--- config.mk ---
export PLATFORM = sky130hd
export DESIGN_NAME = fifo_to_axi4_wr
export DESIGN_NICKNAME = d
export VERILOG_FILES = /design/src/rtl/fifo_to_axi4_wr.sv
export SDC_FILE = /design/constraint.sdc
export NUM_CORES = 1
export LEC_CHECK = 0
export BUFFER_PORTS_ARGS = -buffer_cell sky130_fd_sc_hd__buf_2
export CORE_ASPECT_RATIO = 0.8
export CORE_MARGIN = 2
export CORE_UTILIZATION = 37
export CTS_CLUSTER_DIAMETER = 50
export CTS_CLUSTER_SIZE = 12
export DETAILED_ROUTE_END_ITERATION = 10
export GPL_ROUTABILITY_DRIVEN = 0
export PLACE_DENSITY = 0.78
export REMOVE_ABC_BUFFERS = 1
export SLEW_MARGIN = 20
export SYNTH_ARGS = -nofsm -noshare
export SYNTH_HDL_FRONTEND = slang
export SYNTH_SLANG_ARGS = --single-unit
--- constraint.sdc ---
create_clock -name clk -period 3.3 [get_ports clk]
set_input_delay 0.165 -clock clk [delete_from_list [all_inputs] [get_ports clk]]
set_output_delay 0.165 -clock clk [all_outputs]
set_load 0.01 [all_outputs]
--- src/rtl/fifo_to_axi4_wr.sv ---
// Drains a first-word-fall-through write FIFO into memory as fixed-length AXI4 INCR write
// bursts. Each burst runs AW, then W, then B, with one burst outstanding at a time. The
// burst byte address walks a ring [WR_AXI_BYTE_ADDR_BEGIN, WR_AXI_BYTE_ADDR_END).
//
// Ports:
//   clk, reset             clock, synchronous active-high reset
//   WR_AXI_BYTE_ADDR_END   exclusive end of the address ring (zero-extended)
//   addr_clr               pulse: restart the ring at WR_AXI_BYTE_ADDR_BEGIN
//   fifo_*                 FWFT FIFO read side (pop, head word, fill count, reset busy)
//   m_axi_aw*/w*/b*        AXI4 write address, write data and write response channels
module fifo_to_axi4_wr #(
   parameter int unsigned                  AXI_DATA_WIDTH         = 64,
   parameter int unsigned                  AXI_ADDR_WIDTH         = 32,
   parameter int unsigned                  AXI_ID_WIDTH           = 4,
   parameter logic [AXI_ADDR_WIDTH-1:0]    WR_AXI_BYTE_ADDR_BEGIN = '0,
   parameter logic [AXI_ID_WIDTH-1:0]      AXI_ID                 = '0,
   parameter logic [7:0]                   AXI_BURST_LEN          = 8'd31,
   parameter int unsigned                  FIFO_ADDR_WIDTH        = 8
) (
   input  logic                          clk,
   input  logic                          reset,
   input  logic [23:0]                   WR_AXI_BYTE_ADDR_END,
   input  logic                          addr_clr,
   output logic                          fifo_rdreq,
   input  logic [AXI_DATA_WIDTH-1:0]     fifo_rddata,
   input  logic [FIFO_ADDR_WIDTH-1:0]    fifo_rd_cnt,
   input  logic                          fifo_rst_busy,
   output logic [AXI_ID_WIDTH-1:0]       m_axi_awid,
   output logic [AXI_ADDR_WIDTH-1:0]     m_axi_awaddr,
   output logic [7:0]                    m_axi_awlen,
   output logic [2:0]                    m_axi_awsize,
   output logic [1:0]                    m_axi_awburst,
   output logic                          m_axi_awlock,
   output logic [3:0]                    m_axi_awcache,
   output logic [2:0]                    m_axi_awprot,
   output logic [3:0]                    m_axi_awqos,
   output logic [3:0]                    m_axi_awregion,
   output logic                          m_axi_awvalid,
   input  logic                          m_axi_awready,
   output logic [AXI_DATA_WIDTH-1:0]     m_axi_wdata,
   output logic [AXI_DATA_WIDTH/8-1:0]   m_axi_wstrb,
   output logic                          m_axi_wlast,
   output logic                          m_axi_wvalid,
   input  logic                          m_axi_wready,
   input  logic [AXI_ID_WIDTH-1:0]       m_axi_bid,
   input  logic [1:0]                    m_axi_bresp,
   input  logic                          m_axi_bvalid,
   output logic                          m_axi_bready
);

   localparam int unsigned BEATS = int'(AXI_BURST_LEN) + 1;
   localparam int unsigned AW1   = AXI_ADDR_WIDTH + 1;
   // One extra bit so the ring-end compare cannot be fooled by address overflow.
   localparam logic [AXI_ADDR_WIDTH:0] ADDR_STEP = AW1'(BEATS * (AXI_DATA_WIDTH / 8));
   localparam logic [2:0] AW_SIZE = 3'($clog2(AXI_DATA_WIDTH / 8));

   typedef enum logic [3:0] {
      StIdle   = 4'b0001,
      StWrAddr = 4'b0010,
      StWrData = 4'b0100,
      StWrResp = 4'b1000
   } state_e;

   state_e                       state_q, state_d;
   logic                         awvalid_q, awvalid_d;
   logic                         wvalid_q, wvalid_d;
   logic [AXI_ADDR_WIDTH-1:0]    awaddr_q, awaddr_d;
   logic [7:0]                   beat_cnt_q, beat_cnt_d;
   logic                         clr_pend_q, clr_pend_d;

   logic                         start_ok;
   logic                         w_hs;
   logic                         last_beat;
   logic                         resp_ok;
   logic [AXI_ADDR_WIDTH:0]      addr_nxt;
   logic [AXI_ADDR_WIDTH:0]      addr_end;

   assign start_ok  = !fifo_rst_busy && (32'(fifo_rd_cnt) >= BEATS);
   assign w_hs      = wvalid_q && m_axi_wready;
   assign last_beat = (beat_cnt_q == AXI_BURST_LEN);
   assign resp_ok   = (m_axi_bresp == 2'b00) && (m_axi_bid == AXI_ID);
   assign addr_nxt  = {1'b0, awaddr_q} + ADDR_STEP;
   assign addr_end  = AW1'(WR_AXI_BYTE_ADDR_END);

   always_comb begin
      state_d    = state_q;
      awvalid_d  = awvalid_q;
      wvalid_d   = wvalid_q;
      awaddr_d   = awaddr_q;
      beat_cnt_d = beat_cnt_q;
      clr_pend_d = clr_pend_q;
      unique case (state_q)
         StIdle: begin
            if (addr_clr) awaddr_d = WR_AXI_BYTE_ADDR_BEGIN;
            if (start_ok) begin
               state_d   = StWrAddr;
               awvalid_d = 1'b1;
            end
         end
         StWrAddr: begin
            if (addr_clr) clr_pend_d = 1'b1;
            if (m_axi_awready) begin
               awvalid_d = 1'b0;
               wvalid_d  = 1'b1;
               state_d   = StWrData;
            end
         end
         StWrData: begin
            if (addr_clr) clr_pend_d = 1'b1;
            if (w_hs) begin
               if (last_beat) begin
                  beat_cnt_d = '0;
                  wvalid_d   = 1'b0;
                  state_d    = StWrResp;
               end else begin
                  beat_cnt_d = beat_cnt_q + 8'd1;
               end
            end
         end
         StWrResp: begin
            if (addr_clr) clr_pend_d = 1'b1;
            if (m_axi_bvalid) begin
               state_d    = StIdle;
               clr_pend_d = 1'b0;
               // A pending clear wins over the response; failed bursts are not retried,
               // the same region is simply rewritten next time.
               if (clr_pend_q || addr_clr) begin
                  awaddr_d = WR_AXI_BYTE_ADDR_BEGIN;
               end else if (resp_ok) begin
                  awaddr_d = (addr_nxt >= addr_end) ? WR_AXI_BYTE_ADDR_BEGIN
                                                    : addr_nxt[AXI_ADDR_WIDTH-1:0];
               end
            end
         end
         default: state_d = StIdle;
      endcase
   end

   always_ff @(posedge clk) begin
      if (reset) begin
         state_q    <= StIdle;
         awvalid_q  <= 1'b0;
         wvalid_q   <= 1'b0;
         awaddr_q   <= WR_AXI_BYTE_ADDR_BEGIN;
         beat_cnt_q <= '0;
         clr_pend_q <= 1'b0;
      end else begin
         state_q    <= state_d;
         awvalid_q  <= awvalid_d;
         wvalid_q   <= wvalid_d;
         awaddr_q   <= awaddr_d;
         beat_cnt_q <= beat_cnt_d;
         clr_pend_q <= clr_pend_d;
      end
   end

   assign fifo_rdreq     = w_hs;
   assign m_axi_awid     = AXI_ID;
   assign m_axi_awaddr   = awaddr_q;
   assign m_axi_awlen    = AXI_BURST_LEN;
   assign m_axi_awsize   = AW_SIZE;
   assign m_axi_awburst  = 2'b01;
   assign m_axi_awlock   = 1'b0;
   assign m_axi_awcache  = 4'b0000;
   assign m_axi_awprot   = 3'b000;
   assign m_axi_awqos    = 4'b0000;
   assign m_axi_awregion = 4'b0000;
   assign m_axi_awvalid  = awvalid_q;
   assign m_axi_wdata    = fifo_rddata;
   assign m_axi_wstrb    = '1;
   assign m_axi_wlast    = last_beat && wvalid_q;
   assign m_axi_wvalid   = wvalid_q;
   assign m_axi_bready   = (state_q == StWrResp);

endmodule
==> impl_metrics.csv, run 1 <==
group,metric,value,unit
run_status,outcome,"finished, final reports clean",
setup_path,regToRegSetupSlack,0.17,ns
setup_path,path_max_fanout,7,
timing,fin_skew,0.00780,ns
clocking,worstSkewPairLatency,0.28,ns
setup_path,slowest_stage,"or4_1",
setup_path,worstSetupPathType,"reg -> reg",
route,ant_nets,0,
grt,grt_pass1_wl,17700,um
clocking,ctsHtreeMaxLevel,2,
timing,drv_slew,0,
synth,synth_seq_cells,39,
synth,synthArstFlopShare,0,%
synth,syn-mean-instance-area,8.16,um2
clocking,clockBufferDepth,2,
setup_path,critPathTopFamily,"simple AND/OR/NAND/NOR gates",
placement,dp_cells,525,
layout,layout.cells.non_filler,537,
run,maxCapViolations,0,
grt,grt_max_degree,25,
floorplanning,core,0.00892,mm2
timing,hold_violations,0,
route,first_pass_iters,4,
floorplanning,io_pins,251,
setup_path,worstPathCellList,"buf_4 > and4_1 > nand2_1 > or3_1 > nand2_1 > ha_1 > nand4_1 > or4_1 > o2111a_2 > o2111ai_1 > nor2_4 > a22o_1",
route,num_vias,2791,
floorplanning,die_h,89.2,um
timing,tightest_slew,0.874,ns
synth,synth_seq_area_share,23.3,%
layout,area_growth,2.31,%
synth,synth_cell_types,55,
power_and_ir_drop,peakVddDrop,0.000198,V
floorplanning,initial_core_util,37.6,%
setup_path,start_kind,"register",
floorplanning,die_w,110,um
synth,yosys_most_used_dff,"dfxtp_1",
clocking,holdBufCountCts,0,
timing,setup_viol,0,
route,drc_errors,0,
setup_path,path_buf_inv,1,
floorplanning,num_rows,31,
grt,antenna_found_initial,0,
route,wirelength,13300,um
layout,drive_gt1_share,28.7,%
clocking,cts_tree,"built",
synth,synth_edf_count,0,
setup_path,required,3.47,ns
setup_path,cp-end-kind,"register",
floorplanning,dieArea,0.00985,mm2
layout,antenna_cells,0,
clocking,cts_buffers,5,
grt,grt_pass1_vias,2369,
placement,dp_hpwl,11500,um
timing,max-slew-margin-rel,40.2,%
timing,fmax,320,MHz
layout,postLayoutCoreUtil,38.5,%
clocking,clkSinkCount,39,
timing,rsz0062_at_grt,"false",
route,drt_iter0_drc,156,
timing,min_period_over_period,94.8,%
timing,fin_crit,3.13,ns
hold_path,hp-class,"in -> reg",
synth,netlist_instances,411,
layout,fin_nets,548,
setup_path,cp.arrival,3.30,ns
setup_path,max_stage_delay,0.52,ns
setup_path,crit_top_cell,"nand2_1",
clocking,path_clk_slew,0.06,ns
synth,ys_warn_count,0,
power_and_ir_drop,finalPower,1240,uW
grt,grt_usage,25.7,%
synth,netlist_area,0.00336,mm2
timing,tns,0,ns
route,post_drt_via_cell_ratio,5.20,
power_and_ir_drop,p_leak,0.00174,uW
clocking,cts-root-buf,"clkbuf_16",
power_and_ir_drop,p_per_area,362,mW/mm2
grt,gr-total-overflow,0,
placement,portBuffers,68,
route,wire_per_inst,24.9,um
==> cell type report <==
class / instances / area (um2)
Fill cell: 911 / 5490
Multi-Input combinational cell: 280 / 1860
Sequential cell: 39 / 788
Timing Repair Buffer: 76 / 400
Tap cell: 115 / 144
Clock buffer: 5 / 125
Inverter: 19 / 71.3
Clock inverter: 3 / 46.3
==> per-layer routing <==
layer	global-route usage, %	wire length (um)
met1	20.7	3950
met2	36.3	5420
met3	32.7	3430
met4	8.18	337
met5	15.7	215
==> state kept, by name, summed over array words and instances, names as in the netlist <==
signal	count
m_axi_awaddr	24
beat_cnt_q	8
state_q	4
clr_pend_q	1
m_axi_awvalid	1
m_axi_wvalid	1
==> layout by cell type, fill, tap and decap left out, types with 3 or more instances in the layout <==
master     count
a21o_1         9
a21oi_1       15
a21oi_2        8
a22o_1         7
and2_1        10
and3_1         8
and4_1         4
buf_2         68
buf_4          8
clkbuf_16      5
conb_1        49
dfxtp_1       33
dfxtp_2        6
ha_1          17
inv_1         18
nand2_1       37
nand2b_1       4
nand3_1        6
nand3b_1       4
nand4_1        9
nor2_1        21
nor4_1         3
nor4b_1        4
o21ai_0        4
or2_2          5
or3_1          4
xnor2_1        5
xor2_1        10
==> synth_stat cells, drive strengths merged (2+ instances only) <==
master | number | area (um2)
nor4 | 5 | 46.3
xnor2 | 5 | 43.8
o21ai | 6 | 30.0
clkbuf | 6 | 22.5
a31o | 2 | 17.5
inv | 19 | 71.3
or3 | 4 | 25.0
a22o | 7 | 61.3
or2 | 5 | 31.3
conb | 2 | 7.51
a211o | 2 | 17.5
ha | 18 | 225
nand2b | 4 | 25.0
dfxtp | 39 | 781
nand3 | 8 | 50.1
a21oi | 23 | 145
nand2 | 37 | 139
o2111ai | 3 | 43.8
and4 | 4 | 35.0
nor3 | 2 | 10.0
and3 | 8 | 50.1
buf | 115 | 865
nand4 | 10 | 68.8
nor4b | 4 | 35.0
nor2 | 23 | 93.8
a211oi | 3 | 27.5
xor2 | 10 | 87.6
a21o | 9 | 67.6
and2 | 10 | 62.6
nand3b | 4 | 30.0
==> what timing repair did <==
action                                  4_1_cts  5_1_grt
setup buffers                                 0        3
resized for setup                             0       15
endpoints found under the setup margin        0       16
==> where the power goes <==
| part | internal (uW) | switching [uW] | total (uW) | leakage [uW] |
|---|---|---|---|---|
| registers | 488 | 25.0 | 513 | 0.000318 |
| logic | 66.5 | 102 | 168 | 0.00134 |
| clock network | 359 | 202 | 561 | 0.0000804 |
| total | 914 | 329 | 1240 | 0.00174 |
==> path summary, 6_finish.rpt <==
| check | start | to | cells past startpoint |
|---|---|---|---|
| min reg2reg | m_axi_awvalid$_SDFFE_PP0P_ | m_axi_awvalid$_SDFFE_PP0P_ | 2 |
| max reg2reg | m_axi_awaddr[8]$_SDFFE_PP0P_ | m_axi_awaddr[9]$_SDFFE_PP0P_ | 12 |
| min | m_axi_bvalid | clr_pend_q$_SDFFE_PP0P_ | 2 |
| max | m_axi_awaddr[8]$_SDFFE_PP0P_ | m_axi_awaddr[9]$_SDFFE_PP0P_ | 12 |
==> stage by stage <==
stage	hold slack, ns	setup WS [ns]	instance area [um2]
3_5_place_dp	0.330	0.0341	3170
5_1_grt	0.138	0.00885	3430
6_report	0.134	0.173	3430
2_1_floorplan	0.234	0.0809	2650
4_1_cts	0.121	0.00470	3340
3_3_place_gp	0.330	0.0933	3170
==> logic make-up after synthesis <==
| group | synth area share [%] |
|---|---|
| fa+ha+maj | 6.71 |
| simple gates | 22.0 |
| xor+xnor | 3.91 |
| mux | 0.298 |
| flops | 23.3 |
| buf+inv | 28.6 |
| other cells | 0.224 |
| compound gates | 15.0 |
(Power assumes the default switching activity.)
==> inputs of run 2 (changes only) <==
Settings changed: SETUP_SLACK_MARGIN set to 0.5.
==> impl_metrics.csv, run 2 (synthesis gave the netlist of run 1 again) <==
group,metric,value,unit
route,ant_nets,0,
timing,fin_crit,2.95,ns
clocking,clockBufferDepth,2,
hold_path,hp-class,"in -> reg",
layout,drive_gt1_share,35.3,%
grt,grt_pass1_wl,18600,um
power_and_ir_drop,peakVddDrop,0.000205,V
setup_path,r2r_start,"m_axi_awaddr[8]$_SDFFE_PP0P_",
route,wire_per_inst,25.0,um
timing,rsz0062_at_grt,"true",
grt,grt_max_degree,25,
clocking,ctsHtreeMaxLevel,2,
setup_path,path_max_fanout,7,
timing,drv_slew,0,
clocking,cts_buffers,5,
run,maxCapViolations,0,
layout,area_growth,8.72,%
setup_path,worstSetupPathType,"reg -> reg",
layout,seqCellArea,812,um2
floorplanning,die_w,110,um
layout,fin_nets,562,
timing,fmax,339,MHz
setup_path,crit_path_start,"m_axi_awaddr[8]$_SDFFE_PP0P_",
clocking,holdBufCountCts,0,
clocking,worstSkewPairLatency,0.28,ns
route,drt_iter0_drc,153,
timing,hold_ws,0.132,ns
setup_path,cp.arrival,3.12,ns
power_and_ir_drop,p_leak,0.00185,uW
setup_path,required,3.47,ns
setup_path,start_kind,"register",
timing,fin_skew,0.00669,ns
grt,gr-total-overflow,0,
floorplanning,io_pins,251,
clocking,clkSinkCount,39,
layout,final_common_cell,"buf_2",
route,first_pass_iters,4,
timing,min_period_over_period,89.3,%
timing,tightest_slew,0.872,ns
floorplanning,initial_core_util,37.6,%
route,wirelength,13800,um
placement,portBuffers,68,
timing,hold_violations,0,
power_and_ir_drop,p_per_area,341,mW/mm2
floorplanning,num_rows,31,
clocking,cts-root-buf,"clkbuf_16",
route,post_drt_via_cell_ratio,5.23,
timing,max-slew-margin-rel,40.4,%
timing,tns,0,ns
setup_path,regToRegSetupSlack,0.35,ns
timing,setup_viol,0,
clocking,cts_tree,"built",
setup_path,cp-end-kind,"register",
grt,grt_pass1_vias,2522,
layout,nFillCells,889,
run_status,outcome,"finished, final reports clean",
floorplanning,core,0.00892,mm2
setup_path,setup.worst_path.end,"m_axi_awaddr[9]$_SDFFE_PP0P_",
route,num_vias,2879,
grt,grt_usage,26.9,%
setup_path,worstReg2RegEnd,"m_axi_awaddr[9]$_SDFFE_PP0P_",
setup_path,ff2ff_path_depth,12,
layout,antenna_cells,0,
layout,multiInputGateArea,0.00194,mm2
layout,largest_register_ffs,24,
floorplanning,dieArea,0.00985,mm2
layout,layout_common_cells,"68 x buf_2, 49 x conb_1, 34 x nand2_1",
grt,antenna_found_initial,0,
placement,dp_hpwl,11500,um
floorplanning,die_h,89.2,um
clocking,path_clk_slew,0.06,ns
route,drc_errors,0,
-- run 2: how the worst min path moves through the flow --
| stage | slack [ns] | to | startpoint | cells after the start |
|---|---|---|---|---|
| floorplan | 0.23 | m_axi_awvalid$_SDFFE_PP0P_ | reset | 1 |
| global placement | 0.33 | m_axi_wdata[17] | fifo_rddata[17] | 0 |
| detailed placement | 0.33 | m_axi_wdata[17] | fifo_rddata[17] | 0 |
| CTS | 0.12 | clr_pend_q$_SDFFE_PP0P_ | m_axi_bvalid | 2 |
| global route | 0.14 | clr_pend_q$_SDFFE_PP0P_ | m_axi_bvalid | 2 |
| finish | 0.13 | clr_pend_q$_SDFFE_PP0P_ | m_axi_bvalid | 2 |
-- run 2: per-layer routing --
metal	GRT usage [%]	part of all wire [%]	routed length, um	vias to the layer above
met5	12.9	0.97	134	-
met4	7.84	2.5	348	4
met3	33.0	24	3340	27
met2	39.3	41	5650	224
met1	22.1	31	4300	1316
li1	-	-	-	1308
-- run 2: power breakdown --
part	leakage, uW	internal [uW]	switching [uW]
clock	0.0000804	359	203
combinational	0.00145	68.7	104
sequential	0.000323	483	26.3
-- run 2: area by class of cell --
class	count	share of cell area, %
inverters	19	1.95
flip-flops and latches	39	22.3
well taps	115	3.94
clock buffers	5	3.43
clock inverters	3	1.27
repair buffers	90	14.1
multi-input cells	280	53.1
-- run 2: repair_timing --
action | in CTS | in global routing
endpoints found under the setup margin | 16 | 16
gates cloned | 1 | 0
gates resized for setup | 40 | 6
pin swaps | 23 | 9
setup buffers | 14 | 3
-- run 2: worst max-delay path: stages (launching register included) --
cell and delay (ns):
dfxtp_2 0.36, buf_6 0.11, and4_4 0.22, nand2_2 0.11
or3_4 0.39, nand2_1 0.09, ha_1 0.14, nand4_1 0.16
or4_1 0.54, o2111a_2 0.33, o2111ai_4 0.09, nor2_4 0.09
a22o_1 0.21
-- run 2: metrics by stage --
step | total power, uW | cells | setup slack [ns] | cell area (um2) | util [%]
after CTS | 1250 | 548 | 0.424 | 3600 | 40.3
after global placement | 682 | 525 | 0.0933 | 3170 | 35.5
after detailed placement | 689 | 525 | 0.0341 | 3170 | 35.5
final | 1240 | 551 | 0.353 | 3650 | 40.9
after floorplan | 626 | 337 | 0.0809 | 2650 | -
after global routing | 1290 | 551 | 0.219 | 3650 | 40.9
==> inputs of run 3 (changes only) <==
Settings changed: PLACE_DENSITY 0.78 to not set, PLACE_DENSITY_LB_ADDON set to 0.05.
==> impl_metrics.csv, run 3 (synthesis gave the netlist of run 1 again) <==
group,metric,value,unit
floorplanning,dieArea,0.00985,mm2
layout,postLayoutCoreUtil,43.1,%
route,drc_errors,0,
floorplanning,core,0.00892,mm2
timing,rsz0062_at_grt,"true",
hold_path,whs_path_depth,2,
route,wirelength,13400,um
hold_path,hold-path-endpoint,"clr_pend_q$_SDFFE_PP0P_",
setup_path,regToRegSetupSlack,0.30,ns
clocking,worstSkewPairLatency,0.29,ns
power_and_ir_drop,peakVddDrop,0.000191,V
timing,fmax,333,MHz
floorplanning,io_pins,251,
timing,max-slew-margin-rel,55.3,%
layout,drive_gt1_share,39.1,%
clocking,clockBufferDepth,2,
power_and_ir_drop,finalPower,1270,uW
setup_path,worstSetupPathType,"reg -> reg",
layout,fin_nets,579,
clocking,clkSinkCount,39,
timing,min_period_over_period,90.9,%
placement,placed_area,0.00327,mm2
grt,grt_pass1_vias,2427,
timing,hold_violations,0,
layout,fin_area,0.00385,mm2
setup_path,start_kind,"register",
route,num_vias,2787,
grt,grt_usage,26.3,%
setup_path,cp-end-kind,"register",
layout,multiInputGateArea,0.00199,mm2
timing,fin_skew,0.00423,ns
grt,grt_pass1_wl,18100,um
clocking,holdBufCountCts,0,
layout,antenna_cells,0,
clocking,cts_tree,"built",
run_status,outcome,"finished, final reports clean",
run,maxCapViolations,0,
route,post_drt_via_cell_ratio,4.91,
layout,largest_register_ffs,24,
clocking,path_clk_slew,0.06,ns
power_and_ir_drop,p_leak,0.00195,uW
route,wire_per_inst,23.5,um
timing,setup_viol,0,
hold_path,hp-class,"in -> reg",
setup_path,worstReg2RegEnd,"m_axi_awaddr[18]$_SDFFE_PP0P_",
hold_path,hold_start,"m_axi_bvalid",
grt,gr-total-overflow,0,
clocking,cts-root-buf,"clkbuf_16",
clocking,cts_buffers,5,
route,ant_nets,0,
layout,seqCellArea,803,um2
layout,area_growth,14.6,%
layout,nFillCells,933,
layout,layout_common_cells,"68 x buf_2, 49 x conb_1, 34 x nand2_1",
timing,tightest_slew,0.667,ns
power_and_ir_drop,p_per_area,330,mW/mm2
placement,portBuffers,68,
timing,tns,0,ns
clocking,ctsHtreeMaxLevel,2,
setup_path,required,3.48,ns
setup_path,ff2ff_path_depth,13,
floorplanning,die_w,110,um
floorplanning,num_rows,31,
setup_path,cp.arrival,3.18,ns
timing,fin_crit,3.00,ns
layout,final_common_cell,"buf_2",
floorplanning,die_h,89.2,um
timing,drv_slew,0,
floorplanning,initial_core_util,37.6,%
setup_path,path_max_fanout,4,
route,first_pass_iters,5,
setup_path,r2r_start,"m_axi_awaddr[9]$_SDFFE_PP0P_",
route,drt_iter0_drc,91,
grt,antenna_found_initial,0,
grt,grt_max_degree,25,
placement,dp_hpwl,11100,um
==> run 3: cell count changes in the layout (fill, tap and decap cells not counted), moves of 2 or more <==
| cell | delta |
|---|---|
| dfxtp_2 | +2 |
| nor2_1 | -2 |
| buf_6 | +3 |
| dfxtp_4 | -3 |
| buf_4 | +13 |
| xor2_2 | +2 |
| xor2_1 | -2 |
==> run 3: metrics by stage <==
stage / std cells / worst slack [ns] / hold WS (ns)
after floorplan: 337 / 0.0809 / 0.234
after global placement: 538 / 0.0762 / 0.330
after detailed placement: 538 / 0.0552 / 0.330
after CTS: 561 / 0.360 / 0.108
after global routing: 568 / 0.179 / 0.122
final: 568 / 0.299 / 0.107
==> run 3: power breakdown <==
group / internal (uW) / switching (uW)
sequential: 485 / 24.0
clock: 361 / 221
combinational: 70.6 / 107
total: 917 / 352
==> run 3: cell type report <==
class                      count  share of cell area [%]
clock inverter                 3                    1.24
clock buffer                   5                    3.25
multi-input combinational    280                    51.8
tap                          115                    3.74
sequential                    39                    20.9
timing repair buffer         107                    17.3
inverter                      19                    1.85
==> run 3: how the worst max path moves through the flow <==
stage / from / endpoint / slack (ns) / cells past startpoint
6_report: m_axi_awaddr[9]$_SDFFE_PP0P_ / m_axi_awaddr[18]$_SDFFE_PP0P_ / 0.30 / 13
3_5_place_dp: m_axi_awaddr[8]$_SDFFE_PP0P_ / m_axi_awaddr[21]$_SDFFE_PP0P_ / 0.06 / 13
2_1_floorplan: m_axi_awaddr[8]$_SDFFE_PP0P_ / m_axi_awaddr[10]$_SDFFE_PP0P_ / 0.08 / 13
3_3_place_gp: m_axi_awaddr[8]$_SDFFE_PP0P_ / m_axi_awaddr[13]$_SDFFE_PP0P_ / 0.08 / 11
4_1_cts: m_axi_awaddr[9]$_SDFFE_PP0P_ / m_axi_awaddr[11]$_SDFFE_PP0P_ / 0.36 / 13
5_1_grt: m_axi_awaddr[9]$_SDFFE_PP0P_ / m_axi_awaddr[11]$_SDFFE_PP0P_ / 0.18 / 13
==> run 3: timing repair <==
action	CTS	global route
pin swaps	23	7
setup endpoints to repair	16	16
cloned	1	0
gates resized for setup	48	4
setup buffers	14	7
==> run 3: per-layer routing <==
layer  vias to the layer above  GRT usage (%)  part of all wire, %
met5                         -           12.9                  1.4
met4                         6           7.39                  2.3
met3                        18           25.8                   20
met2                       214           34.1                   38
met1                      1206           28.9                   38
li1                       1343              -                    -
==> run 3: critical path: stages (launching register included) <==
cell and delay (ns):
dfxtp_2 0.36, ha_4 0.16, nand3_4 0.13, nor2_4 0.15, and4_4 0.23, xor2_2 0.07
ha_1 0.29, nand4_1 0.15, or4_4 0.54, o2111a_2 0.33, o2111ai_4 0.10, nor2_4 0.07
buf_6 0.13, a22o_1 0.17
